### src/rtl/key_probe_pkg.sv
// Shared types and default sizing for the key prober and its byte assembler.
package key_probe_pkg;

  localparam int DEF_KEY_BYTES    = 4;
  localparam int DEF_RESP_LATENCY = 1;
  localparam int DEF_MAX_FAILS    = 3;
  localparam int DEF_LOCK_CYCLES  = 16;

  localparam int KEY_W = 8 * DEF_KEY_BYTES;

  typedef enum logic [1:0] {
    COLLECT = 2'd0,
    WAIT    = 2'd1,
    REPORT  = 2'd2,
    LOCK    = 2'd3
  } state_e;

endpackage

### src/rtl/key_shift_asm.sv
// Byte-serial key assembler: shifts bytes in MSB first and flags the byte that completes a key.
module key_shift_asm
  import key_probe_pkg::*;
#(
  parameter int KEY_BYTES = DEF_KEY_BYTES
) (
  input  logic                   clk,
  input  logic                   rst,
  input  logic [7:0]             in_byte,
  input  logic                   byte_en,
  output logic [8*KEY_BYTES-1:0] key,
  output logic                   done
);

  localparam int KW = 8 * KEY_BYTES;
  localparam int CW = (KEY_BYTES > 1) ? $clog2(KEY_BYTES) : 1;

  logic [KW-1:0] shreg;
  logic [CW-1:0] cnt;

  // key is the shift result including the byte on the bus, so the owner can latch it on the done edge
  assign key  = (shreg << 8) | KW'(in_byte);
  assign done = byte_en && (cnt == CW'(KEY_BYTES - 1));

  always_ff @(posedge clk) begin
    if (rst) begin
      shreg <= '0;
      cnt   <= '0;
    end else if (byte_en) begin
      shreg <= key;
      cnt   <= done ? '0 : cnt + 1'b1;
    end
  end

endmodule

### src/rtl/key_prober.sv
// Presents assembled keys to a registered checker, reports the response, and locks out after repeated misses.
//
//  state   | meaning
//  --------+-------------------------------------------------------------
//  COLLECT | accepting key bytes; key_out holds the previous key
//  WAIT    | key_out presented, counting checker latency before capture
//  REPORT  | result held on res_* until res_ready handshake
//  LOCK    | too many consecutive misses; inputs refused for LOCK_CYCLES
module key_prober
  import key_probe_pkg::*;
#(
  parameter int KEY_BYTES    = DEF_KEY_BYTES,
  parameter int RESP_LATENCY = DEF_RESP_LATENCY,
  parameter int MAX_FAILS    = DEF_MAX_FAILS,
  parameter int LOCK_CYCLES  = DEF_LOCK_CYCLES
) (
  input  logic                   clk,
  input  logic                   rst,
  input  logic [7:0]             in_data,
  input  logic                   in_valid,
  output logic                   in_ready,
  output logic [8*KEY_BYTES-1:0] key_out,
  input  logic [8*KEY_BYTES-1:0] data_in,
  output logic [8*KEY_BYTES-1:0] res_data,
  output logic                   res_hit,
  output logic                   res_valid,
  input  logic                   res_ready,
  output logic                   locked
);

  localparam int KW     = 8 * KEY_BYTES;
  localparam int WAIT_W = (RESP_LATENCY > 0) ? $clog2(RESP_LATENCY + 1) : 1;
  localparam int FAIL_W = $clog2(MAX_FAILS + 1);
  localparam int LOCK_W = $clog2(LOCK_CYCLES + 1);

  state_e            state;
  logic [WAIT_W-1:0] wait_cnt;
  logic [FAIL_W-1:0] fail_cnt;
  logic [FAIL_W-1:0] fail_next;
  logic [LOCK_W-1:0] lock_cnt;
  logic              byte_en;
  logic [KW-1:0]     asm_key;
  logic              asm_done;

  assign in_ready  = (state == COLLECT);
  assign byte_en   = in_valid && in_ready;
  assign fail_next = fail_cnt + 1'b1;

  key_shift_asm #(
    .KEY_BYTES (KEY_BYTES)
  ) u_asm (
    .clk     (clk),
    .rst     (rst),
    .in_byte (in_data),
    .byte_en (byte_en),
    .key     (asm_key),
    .done    (asm_done)
  );

  always_ff @(posedge clk) begin
    if (rst) begin
      state     <= COLLECT;
      key_out   <= '0;
      res_data  <= '0;
      res_hit   <= 1'b0;
      res_valid <= 1'b0;
      locked    <= 1'b0;
      wait_cnt  <= '0;
      fail_cnt  <= '0;
      lock_cnt  <= '0;
    end else begin
      case (state)
        COLLECT: begin
          if (asm_done) begin
            key_out  <= asm_key;
            wait_cnt <= '0;
            state    <= WAIT;
          end
        end
        WAIT: begin
          // capture lands RESP_LATENCY+1 edges after the key_out update
          if (wait_cnt == WAIT_W'(RESP_LATENCY)) begin
            res_data  <= data_in;
            res_hit   <= |data_in;
            res_valid <= 1'b1;
            state     <= REPORT;
          end else begin
            wait_cnt <= wait_cnt + 1'b1;
          end
        end
        REPORT: begin
          if (res_ready) begin
            res_valid <= 1'b0;
            if (res_hit) begin
              fail_cnt <= '0;
              state    <= COLLECT;
            end else if (fail_next == FAIL_W'(MAX_FAILS)) begin
              fail_cnt <= '0;
              locked   <= 1'b1;
              lock_cnt <= LOCK_W'(LOCK_CYCLES);
              state    <= LOCK;
            end else begin
              fail_cnt <= fail_next;
              state    <= COLLECT;
            end
          end
        end
        LOCK: begin
          // releasing on the 1->0 step keeps locked high for exactly LOCK_CYCLES cycles
          lock_cnt <= lock_cnt - 1'b1;
          if (lock_cnt == LOCK_W'(1)) begin
            locked <= 1'b0;
            state  <= COLLECT;
          end
        end
        default: state <= COLLECT;
      endcase
    end
  end

endmodule

### config.mk
export PLATFORM = sky130hd
export DESIGN_NAME = key_prober
export DESIGN_NICKNAME = d
export VERILOG_FILES = /design/src/rtl/key_probe_pkg.sv /design/src/rtl/key_shift_asm.sv /design/src/rtl/key_prober.sv
export SDC_FILE = /design/constraint.sdc
export NUM_CORES = 1
export LEC_CHECK = 0
export ABC_CLOCK_PERIOD_IN_PS = 1600
export CORE_ASPECT_RATIO = 1.25
export CORE_MARGIN = 5
export CORE_UTILIZATION = 40
export CTS_CLUSTER_SIZE = 25
export DETAILED_ROUTE_END_ITERATION = 16
export GPL_ROUTABILITY_DRIVEN = 0
export PLACE_DENSITY = 0.74
export SLEW_MARGIN = 0
export SYNTH_ARGS = -nofsm -noshare
export SYNTH_HDL_FRONTEND = slang
export SYNTH_SLANG_ARGS = --single-unit
### constraint.sdc
create_clock -name clk -period 1.6 [get_ports clk]
set_clock_uncertainty 0.15 [all_clocks]
set_input_delay 0.24 -clock clk [delete_from_list [all_inputs] [get_ports clk]]
set_output_delay 0.24 -clock clk [all_outputs]
set_load 0.01 [all_outputs]
Word level (Yosys, flattened, before mapping)
Index checks and enable logic that the tools add are counted.

Register bits after elaboration: 103. Bits in latches: 0. RAM bits: 0. ROM bits: 0. Input bits: 44. Output and inout port bits: 68. Logic and storage cells: 68. Memories kept: 0.

Add/subtract/negate cells: 4. $mul: 0. Divide/modulo/power cells: 0. $lt $le $gt $ge: 0. Equal/unequal tests: 12. Shift operators: 0. Multiplexer cells: 25. Bitwise logic cells: 1. Reductions and logical operators: 15.

Operators with widths (count): $or 32x8->32 (1); $reduce_or 32->1 (1); $mux 2 (9); $mux 5 (3); $ne 2x2->1 const B (5); $pmux 5 s2 (1); $eq 2x2->1 const B (4); $mux 1 (8); $pmux 2 s4 (1); $reduce_and 2->1 (4); $reduce_and 4->1 (2); $pmux 1 s2 (3); $reduce_bool 2->1 (3); $eq 5x1->1 const B (1); $reduce_and 5->1 (1); $sub 5x1->5 const B (1); $add 2x1->2 const B (2); $reduce_and 3->1 (1); $eq 2x1->1 const B (1); $logic_and 1x1->1 (2); $logic_not 2->1 (1); $ne 2x1->1 const B (1); $add 1x1->1 const B (1).

Depth between registers and ports, before layout
Gate-level depths: netlist of the first run.

Depth after elaboration: 6. Gate-level depth with buffers: 6. Depth with buffers taken out: 5.

Cells and area by module
Synthesis of the first run repeated with hierarchy kept, for this count alone.

Cells, all modules: 461. Area total of the unflattened synthesis: 3947.5 µm².

By module, submodules not included: key_prober (times used 1, cells an instance 366, area an instance 2945.3 µm², seq. area each 1541.5 µm²); key_shift_asm (times used 1, cells an instance 95, area an instance 1002.2 µm², seq. area each 520.5 µm²).

Worst setup path after synthesis of the first run
OpenSTA, ideal clock, no wires.

Kind: reg-to-reg. Start point: register state[1]. End point: register u_asm.cnt[0]. Setup time: 0.128 ns. Arrival: 1.216 ns. Data required time: 1.322 ns. Setup slack: 0.106 ns. Stages on the path, launching flop included: 6. Path buffers: 2. Clock period less this slack: 1.494 ns. Cell sequence: dfxtp_1 > or3b_1 > clkbuf_1 > buf_2 > a21oi_1 > nor2_1.

Word-level cells in the longest chain between the ends: 4.

RTL lines: from (decl) (line key_prober.sv:36) `state_e state;`; from (signal assigned) (line key_prober.sv:62) `state <= COLLECT;`; from (signal assigned) (line key_prober.sv:77) `state <= WAIT;`; from (signal assigned) (line key_prober.sv:86) `state <= REPORT;`; $logic_not 2->1 (*) (line key_prober.sv:45) `assign in_ready = (state == COLLECT);`; $logic_and 1x1->1 (*) (line key_prober.sv:46) `assign byte_en = in_valid && in_ready;`; $logic_and 1x1->1 (line key_shift_asm.sv:23) `assign done = byte_en && (cnt == CW'(KEY_BYTES - 1));`; $mux 2 (line key_shift_asm.sv:31) `cnt <= done ? '0 : cnt + 1'b1;`; to (signal assigned) (line key_shift_asm.sv:31); to (decl) (line key_shift_asm.sv:19) `logic [CW-1:0] cnt;`.

Mark *: on every way between the ends. The rest lies on a longest branch, timed or not. A chain may end at the register's enable or synchronous reset.

Worst setup path after layout of the first run
Start point: register res_hit. End point: register state[0].

Word-level cells in the longest chain between the ends: 3.

RTL lines: from (decl) (line key_prober.sv:25) `output logic res_hit,`; from (signal assigned) (line key_prober.sv:84) `res_hit <= |data_in;`; $mux 2 (line key_prober.sv:94) `if (res_hit) begin`; $mux 2 (line key_prober.sv:92) `if (res_ready) begin`; $pmux 2 s4 (line key_prober.sv:72) `case (state)`; to (signal assigned) (line key_prober.sv:77); to (signal assigned) (line key_prober.sv:96) `state <= COLLECT;`; to (signal assigned) (line key_prober.sv:101) `state <= LOCK;`.

No other way between the ends. The select of a mux whose other input is x is not followed.

==> results of run 1 <==
==> cells in the final DEF (no fill, tap or decap), drive strengths merged <==
cell type	count
nand2	183
dfxtp	103
a21oi	101
dlygate4sd2	68
clkdlybuf4s50	42
buf	36
nor2	14
clkbuf	10
nor4	9
inv	5
nor3	4
ha	3
o21ai	3
or3b	2
and2	2
nor2b	2
nand4	2
o211ai	2
xor2	2
clkinvlp	2
bufinv	2
nor3b	1
nand3b	1
nor4b	1
or2	1
and4bb	1
o2111ai	1
xnor2	1
a31oi	1
a2111o	1
nand2b	1
a211oi	1
==> report_power, final <==
group	internal (mW)	total, mW	switching (mW)	leakage [nW]
Clock	1.38	2.34	0.959	0.150
Combinational	0.174	0.310	0.136	1.24
Sequential	2.59	2.61	0.0218	0.834
Total	4.15	5.26	1.12	2.22
==> per-stage QoR <==
step / hold slack [ns] / worst slack (ns) / TNS, ns / utilization (%) / power [mW]
5_1_grt: 0.223 / 0.00460 / 0 / 59.5 / 5.45
4_1_cts: 0.194 / 0.0101 / 0 / 59.3 / 5.32
3_3_place_gp: 0.291 / -0.185 / -10.03 / 56.7 / 2.98
3_5_place_dp: 0.297 / -0.222 / -11.27 / 56.7 / 2.98
2_1_floorplan: 0.226 / 0.106 / 0 / - / 2.77
6_report: 0.200 / 0.0749 / 0 / 59.5 / 5.26
==> cells by family (layout without fill, tap and decap cells) <==
family,count (synthesis),count (layout)
adders and majority gates,3,3
buffers and inverters,35,165
and+or+nand+nor,224,224
AOI/OAI and AO/OA,110,110
xor gates and xnor gates,3,3
DFF,103,103
==> layer usage <==
layer / track usage (%) / vias up / wire length [um] / part of all wire [%]
met2: 31.4 / 66 / 5320 / 54
met5: 0 / - / 0 / 0
met3: 2.53 / 18 / 261 / 2.6
met1: 19.9 / 1661 / 4040 / 41
met4: 9.22 / 0 / 299 / 3.0
li1: - / 1825 / - / -
==> worst max-delay path by stage <==
stage	startpoint	end	slack, ns	depth (start not counted)
floorplan	state[1]	u_asm.cnt[0]	0.11	5
global placement	in_valid	u_asm.shreg[14]	-0.18	5
detailed placement	in_valid	u_asm.shreg[23]	-0.22	5
CTS	state[1]	state[1]	0.01	5
global route	in_valid	key_out[14]	0.005	6
finish	res_hit	state[0]	0.07	4
==> state kept, by name, indices dropped and copies added, names as in the netlist, 2 cells and up <==
name,cells
fail_cnt,2
key_out,32
lock_cnt,5
res_data,32
state,2
u_asm.cnt,2
u_asm.shreg,24
==> timing repair <==
| action | 4_1_cts | 5_1_grt |
|---|---|---|
| setup buffers | 0 | 0 |
| hold buffers | 0 | 0 |
| endpoints found under the setup margin | 69 | 7 |
| gates resized for setup | 70 | 6 |
==> critical path: cells and delay by family, from the launching register on <==
family | cells | cell delay (ns)
AND/OR/NAND/NOR | 2 | 0.42
flip-flops | 1 | 0.36
AO/OA/AOI/OAI | 2 | 0.52
==> layout make-up <==
cell class | instances | area, um2 | area share, %
Timing Repair Buffer | 146 | 1350 | 24.5
Clock buffer | 10 | 229 | 4.17
Inverter | 3 | 11.3 | 0.205
Clock inverter | 6 | 92.6 | 1.69
Multi-Input combinational cell | 340 | 1580 | 28.9
Sequential cell | 103 | 2070 | 37.7
Tap cell | 123 | 154 | 2.81
==> results.txt, run 1 <==
----------------------------------------------------
[Die]
  Initial standard-cell utilization of the core ... around two fifths
  Number of rows created at floorplan ... 39
  IO Pins ... 112
  Die ar. ... 0.0115 mm2
  Core outline area ... 0.00922 mm2
  Width of the chip ... 97.0 um
  Y dimension of the die ... 119 um

[Yosys]
  Syn_area_per_cell ... 7.92 um2
  Most instantiated library cell after synthesis ... sky130_fd_sc_hd__nand2_1
  Fraction of the mapped netlist area in adder cells ... 0.991%
  Post-Synthesis Cells ... 478
  Post-Synthesis Cell Area ... 0.00379 mm2
  Share of synthesized registers carrying an async set or reset ... 0%
  Fraction of the mapped netlist area in compound gates ... 15.2%
  Number of distinct library cells after synthesis ... 30
  Count of warnings emitted by yosys ... 0
  Sequential element share of the synthesized area ... 54.5%
  Leading cell types by count after synthesis ... 183 x sky130_fd_sc_hd__nand2_1, 103 x sky130_fd_sc_hd__dfxtp_1, 101 x sky130_fd_sc_hd__a21oi_1
  Total nets after synthesis ... around 530
  Dominant register cell in the synthesized netlist ... sky130_fd_sc_hd__dfxtp_1
  Cell type with the largest total area after synthesis ... sky130_fd_sc_hd__dfxtp_1
  Largest family of logic cells by synthesized area ... simple AND/OR/NAND/NOR gates
  Fraction of synthesized cell area in xor and xnor cells ... 0.694%
  Top cells by area in the synthesized netlist ... sky130_fd_sc_hd__dfxtp_1 54%, sky130_fd_sc_hd__nand2_1 18%, sky130_fd_sc_hd__a21oi_1 13%
  Flops & latches, synth ... roughly 100
  Yosys top cell area share ... 54.5%
  Simple-gate area share of the yosys netlist ... 24.6%
  Multiplexer share of the synthesized area ... 0%
  EDFF count, synth ... 0

[Timing]
  Count of final max-slew check failures ... 0
  Final setup violating endpoints ... 0
  Highest clock rate ... 656 MHz
  Min cycle time layout ... 1.53 ns
  Slew at the pin closest to its max-slew limit ... 0.294 ns
  Final worst path period share ... 95.3%
  Slew Limit Headroom ... around four fifths
  RSZ-0062 raised after global routing ... false
  Number of hold-slack violations in the final timing report ... 0

[Final layout]
  Layout Area Growth over Synthesis ... 44.9%
  Non-Filler Instances ... 731
  Post-Layout Inst Area ... 0.00549 mm2
  Proportion of layout cells with a drive suffix above 1 ... under 10%
  Total number of nets in the final design ... 650
  ANT cells ... 0
  Number of fill cells ... 825

[Global route]
  Wire length of the first global-routing pass ... 16.6 mm
  Gr usage total ... about 17%
  Largest net degree at the start of global routing ... 61
  Via count of the first global-routing pass ... 3510
  Initial antenna violation count ... 0
  Total gr overflow ... 0

[Clocking]
  TritonCTS clock tree ... built
  CTS HTree Levels ... 3
  CTS root buf ... sky130_fd_sc_hd__clkbuf_16
  CTS buffer count ... 9
  Sink Count ... between 100 and 150
  Clock Latency Late Sink ... roughly 0.34 ns
  Buffer levels on the longest clock path ... 2
  Clock slew at the register clock pins of the worst setup and hold paths ... 0.07 ns

[Power and ir drop]
  Pleak ... 2.22 nW
  Maximum ir drop on the vdd rail ... 510 uV
  Total power per unit cell area ... 959 mW/mm2

[Setup path]
  Register-to-register path setup slack ... 0.07 ns
  Worst reg2reg startpoint ... res_hit
  Element type at the critical path start ... flop
  Slowest stage delay, CP ... 0.38 ns
  Maximum fanout along the worst path ... 6
  Element type at the critical path end ... flop
  Slowest CP cell ... sky130_fd_sc_hd__a2111o_1
  Required time of the critical path ... approximately 1.7 ns
  Worst Reg-to-Reg Cells ... 4
  Endpoint of the worst-slack reg-to-reg timing path ... state[0]
  CP Cell Sequence ... and4bb_2, nor2b_1, a2111o_1, a21oi_1
  Arrival time worst endpoint ... 1.64 ns
  Critical Setup Path Class ... flop to flop

[Routing]
  Drt drc ... 0
  Overall routed net length ... 9.92 mm
  Vias per cell ... between 4 and 5
  First-pass iteration count of the detailed router ... 4
  Detailed-route wire length per cell ... 13.6 um
  Number of routed nets with antenna violations ... 0
  First-iteration detailed-routing DRC count ... 221
  Vias after detailed routing ... between 3000 and 4000

[Status]
  Run status ... completed

[Min path]
  Number of cells on the worst hold path ... 3
  Hold Path Sink ... u_asm.cnt[0]
  Hold path start ... rst
  Class of the tightest hold or removal check ... input port to flop

[Place]
  Quantity of I/O buffers inserted on ports ... around 110
  Cell count after placement ... 715
  Half-perimeter wire length of the detailed placement result ... 7.28 mm
  Placed cell areas ... about 0.0052 mm2

[Run]
  Max-cap check violation count ... 0

----------------------------------------------------
Power figures use the tool's default switching activity.
==> inputs of run 2 (changes only) <==
--- a/config.mk
+++ b/config.mk
@@ -8,11 +8,12 @@
 export ABC_CLOCK_PERIOD_IN_PS = 1600
 export CORE_ASPECT_RATIO = 1.25
 export CORE_MARGIN = 5
-export CORE_UTILIZATION = 40
+export CORE_UTILIZATION = 44
+export CTS_BUF_LIST = sky130_fd_sc_hd__clkbuf_8
 export CTS_CLUSTER_SIZE = 25
 export DETAILED_ROUTE_END_ITERATION = 16
 export GPL_ROUTABILITY_DRIVEN = 0
-export PLACE_DENSITY = 0.74
+export PLACE_DENSITY = 0.8
 export SLEW_MARGIN = 0
 export SYNTH_ARGS = -nofsm -noshare
 export SYNTH_HDL_FRONTEND = slang
==> run 2 against run 1 <==
Final cell count down 4.2%; global-route usage up 1.6 points; fmax down 0.81%; register-to-register slack better by 0.02 ns; clock power down 32%; via count down 0.50%; count of clock-buffer cells in the layout unchanged; cell area down 4.0%; critical path depth down 2; sequential share of layout area up 1.5 points; sequential power about the same; critical path type is now flop to primary output; highest routed layer unchanged.
==> results.txt, run 2 (same netlist as run 1, synthesis figures left out) <==
----------------------------------------------------
[Die]
  Width of the chip ... 93.0 um (was 97.0 um)
  Y dimension of the die ... 114 um (was 119 um)
  IO Pins ... 112 (unchanged)
  Die ar. ... 0.0106 mm2 (was 0.0115 mm2)
  Core outline area ... 0.00833 mm2 (was 0.00922 mm2)
  Number of rows created at floorplan ... 37 (was 39)
  Initial standard-cell utilization of the core ... 45.4% (was 41.1%)

[Final layout]
  Proportion of layout cells with a drive suffix above 1 ... 8.46% (was 9.70%)
  Leading cell type in the layout, fill and taps excluded ... sky130_fd_sc_hd__nand2_1 (unchanged)
  Post-Layout Inst Area ... 0.00527 mm2 (was 0.00549 mm2)
  Layout Area Growth over Synthesis ... 39.2% (was 44.9%)
  Total number of nets in the final design ... 645 (was 650)
  Top Registers ... key_out x32, res_data x32, u_asm.shreg x24 (unchanged)
  ANT cells ... 0 (unchanged)
  Commonest cells after routing, fill and taps aside ... 183 x sky130_fd_sc_hd__nand2_1, 101 x sky130_fd_sc_hd__a21oi_1, 101 x sky130_fd_sc_hd__dfxtp_1 (was 183 x sky130_fd_sc_hd__nand2_1, 101 x sky130_fd_sc_hd__a21oi_1, 99 x sky130_fd_sc_hd__dfxtp_1)

[Power and ir drop]
  Total power per unit cell area ... 856 mW/mm2 (was 959 mW/mm2)
  Pleak ... 2.16 nW (was 2.22 nW)
  Maximum ir drop on the vdd rail ... 499 uV (was 510 uV)
  Tot Pwr ... 4.51 mW (was 5.26 mW)

[Timing]
  Slew at the pin closest to its max-slew limit ... 0.360 ns (was 0.294 ns)
  Min cycle time layout ... 1.54 ns (was 1.53 ns)
  Final setup violating endpoints ... 0 (unchanged)
  Final worst path period share ... 96.1% (was 95.3%)
  Highest clock rate ... 650 MHz (was 656 MHz)
  Number of hold-slack violations in the final timing report ... 0 (unchanged)
  Count of final max-slew check failures ... 0 (unchanged)
  Slew Limit Headroom ... 76.0% (was 80.2%)
  Final worst-path setup slack ... 0.0625 ns (was 0.0749 ns)

[Setup path]
  Element type at the critical path end ... primary output (was flop)
  Element type at the critical path start ... flop (unchanged)
  Worst reg2reg startpoint ... fail_cnt[0] (was res_hit)
  Worst Reg-to-Reg Cells ... 4 (unchanged)
  Arrival time worst endpoint ... 1.15 ns (was 1.64 ns)
  Register-to-register path setup slack ... 0.09 ns (was 0.07 ns)
  Endpoint of the worst-slack reg-to-reg timing path ... state[0] (unchanged)
  Maximum fanout along the worst path ... 8 (was 6)
  Critical Setup Path Class ... flop to primary output (was flop to flop)
  Required time of the critical path ... 1.21 ns (was 1.71 ns)

[Status]
  Run status ... completed (unchanged)

[Clocking]
  CTS root buf ... sky130_fd_sc_hd__clkbuf_8 (was sky130_fd_sc_hd__clkbuf_16)
  CTS buffer count ... 9 (unchanged)
  TritonCTS clock tree ... built (unchanged)
  Number of buffers inserted to repair setup after CTS ... 0 (unchanged)
  Clock Latency Late Sink ... 0.37 ns (was 0.34 ns)
  Buffer levels on the longest clock path ... 2 (unchanged)
  CTS HTree Levels ... 3 (unchanged)
  Sink Count ... 103 (unchanged)
  Total of hold buffers inserted after clock tree synthesis ... 0 (unchanged)
  Clock slew at the register clock pins of the worst setup and hold paths ... 0.09 ns (was 0.07 ns)

[Routing]
  Detailed-route wire length per cell ... 14.1 um (was 13.6 um)
  Overall routed net length ... 9.88 mm (was 9.92 mm)
  Drt drc ... 0 (unchanged)
  Vias per cell ... 5.07 (was 4.88)
  First-iteration detailed-routing DRC count ... 240 (was 221)
  Number of routed nets with antenna violations ... 0 (unchanged)
  First-pass iteration count of the detailed router ... 5 (was 4)
  Vias after detailed routing ... 3552 (was 3570)

[Place]
  Quantity of I/O buffers inserted on ports ... 111 (unchanged)
  Worst slack after detailed placement ... -0.218 ns (was -0.222 ns)
  Half-perimeter wire length of the detailed placement result ... 7.22 mm (was 7.28 mm)
  Placed cell areas ... 0.00516 mm2 (was 0.00523 mm2)

[Global route]
  Gr usage total ... 19.1% (was 17.5%)
  Via count of the first global-routing pass ... 3428 (was 3510)
  Wire length of the first global-routing pass ... 16.2 mm (was 16.6 mm)
  Total gr overflow ... 0 (unchanged)
  Largest net degree at the start of global routing ... 60 (was 61)
  Initial antenna violation count ... 0 (unchanged)

[Min path]
  Hold path start ... rst (unchanged)
  Class of the tightest hold or removal check ... input port to flop (unchanged)
  Number of cells on the worst hold path ... 2 (was 3)
  Hold Path Sink ... lock_cnt[0] (was u_asm.cnt[0])

[Run]
  Max-cap check violation count ... 0 (unchanged)

----------------------------------------------------
==> run 2: area by class of cell <==
class | instances | area, um2
inverters | 3 | 11.3
clock buffers | 10 | 138
flip-flops and latches | 103 | 2060
fillers | 752 | 3060
well taps | 97 | 121
multi-input cells | 340 | 1570
repair buffers | 141 | 1310
clock inverters | 6 | 52.6
==> run 2: what timing repair did <==
item / CTS / global route
resized for setup: 70 / 2
endpoints found under the hold margin: 0 / 0
endpoints found under the setup margin: 68 / 18
==> run 2: worst max path at each step <==
stage                           start      endpoint  slack [ns]
final                        state[1]      in_ready        0.06
after CTS                    state[1]      in_ready        0.06
after global routing         state[0]       res_hit      -0.005
after detailed placement     in_valid    key_out[3]       -0.22
after global placement    data_in[31]       res_hit       -0.16
after floorplan              state[1]  u_asm.cnt[0]        0.11
==> run 2: worst max-delay path, stage by stage (launching register included) <==
cell                            delay, ns
sky130_fd_sc_hd__dfxtp_2             0.43
sky130_fd_sc_hd__nor2_1              0.07
sky130_fd_sc_hd__dlygate4sd2_1       0.28
==> run 2: report_power, final <==
| part | internal [mW] | leakage, nW | switching (mW) |
|---|---|---|---|
| registers | 2.59 | 0.833 | 0.0212 |
| clock network | 0.747 | 0.108 | 0.848 |
| logic | 0.167 | 1.22 | 0.133 |
==> run 2: routing by layer <==
layer  track usage, %  wire length [um]  up-vias
met3             3.03               307       12
li1                 -                 -     1811
met4             7.72               189        0
met1             22.6              3950     1654
met5                0                 0        -
met2             34.2              5430       75
==> run 2: through the flow <==
stage	std cells	hold slack, ns	util [%]	TNS [ns]
after floorplan	478	0.226	-	0
after global placement	684	0.291	61.9	-8.95
after detailed placement	684	0.296	61.9	-11.53
after CTS	700	0.0955	63.2	0
after global routing	700	0.104	63.2	-0.00968
final	700	0.103	63.2	0
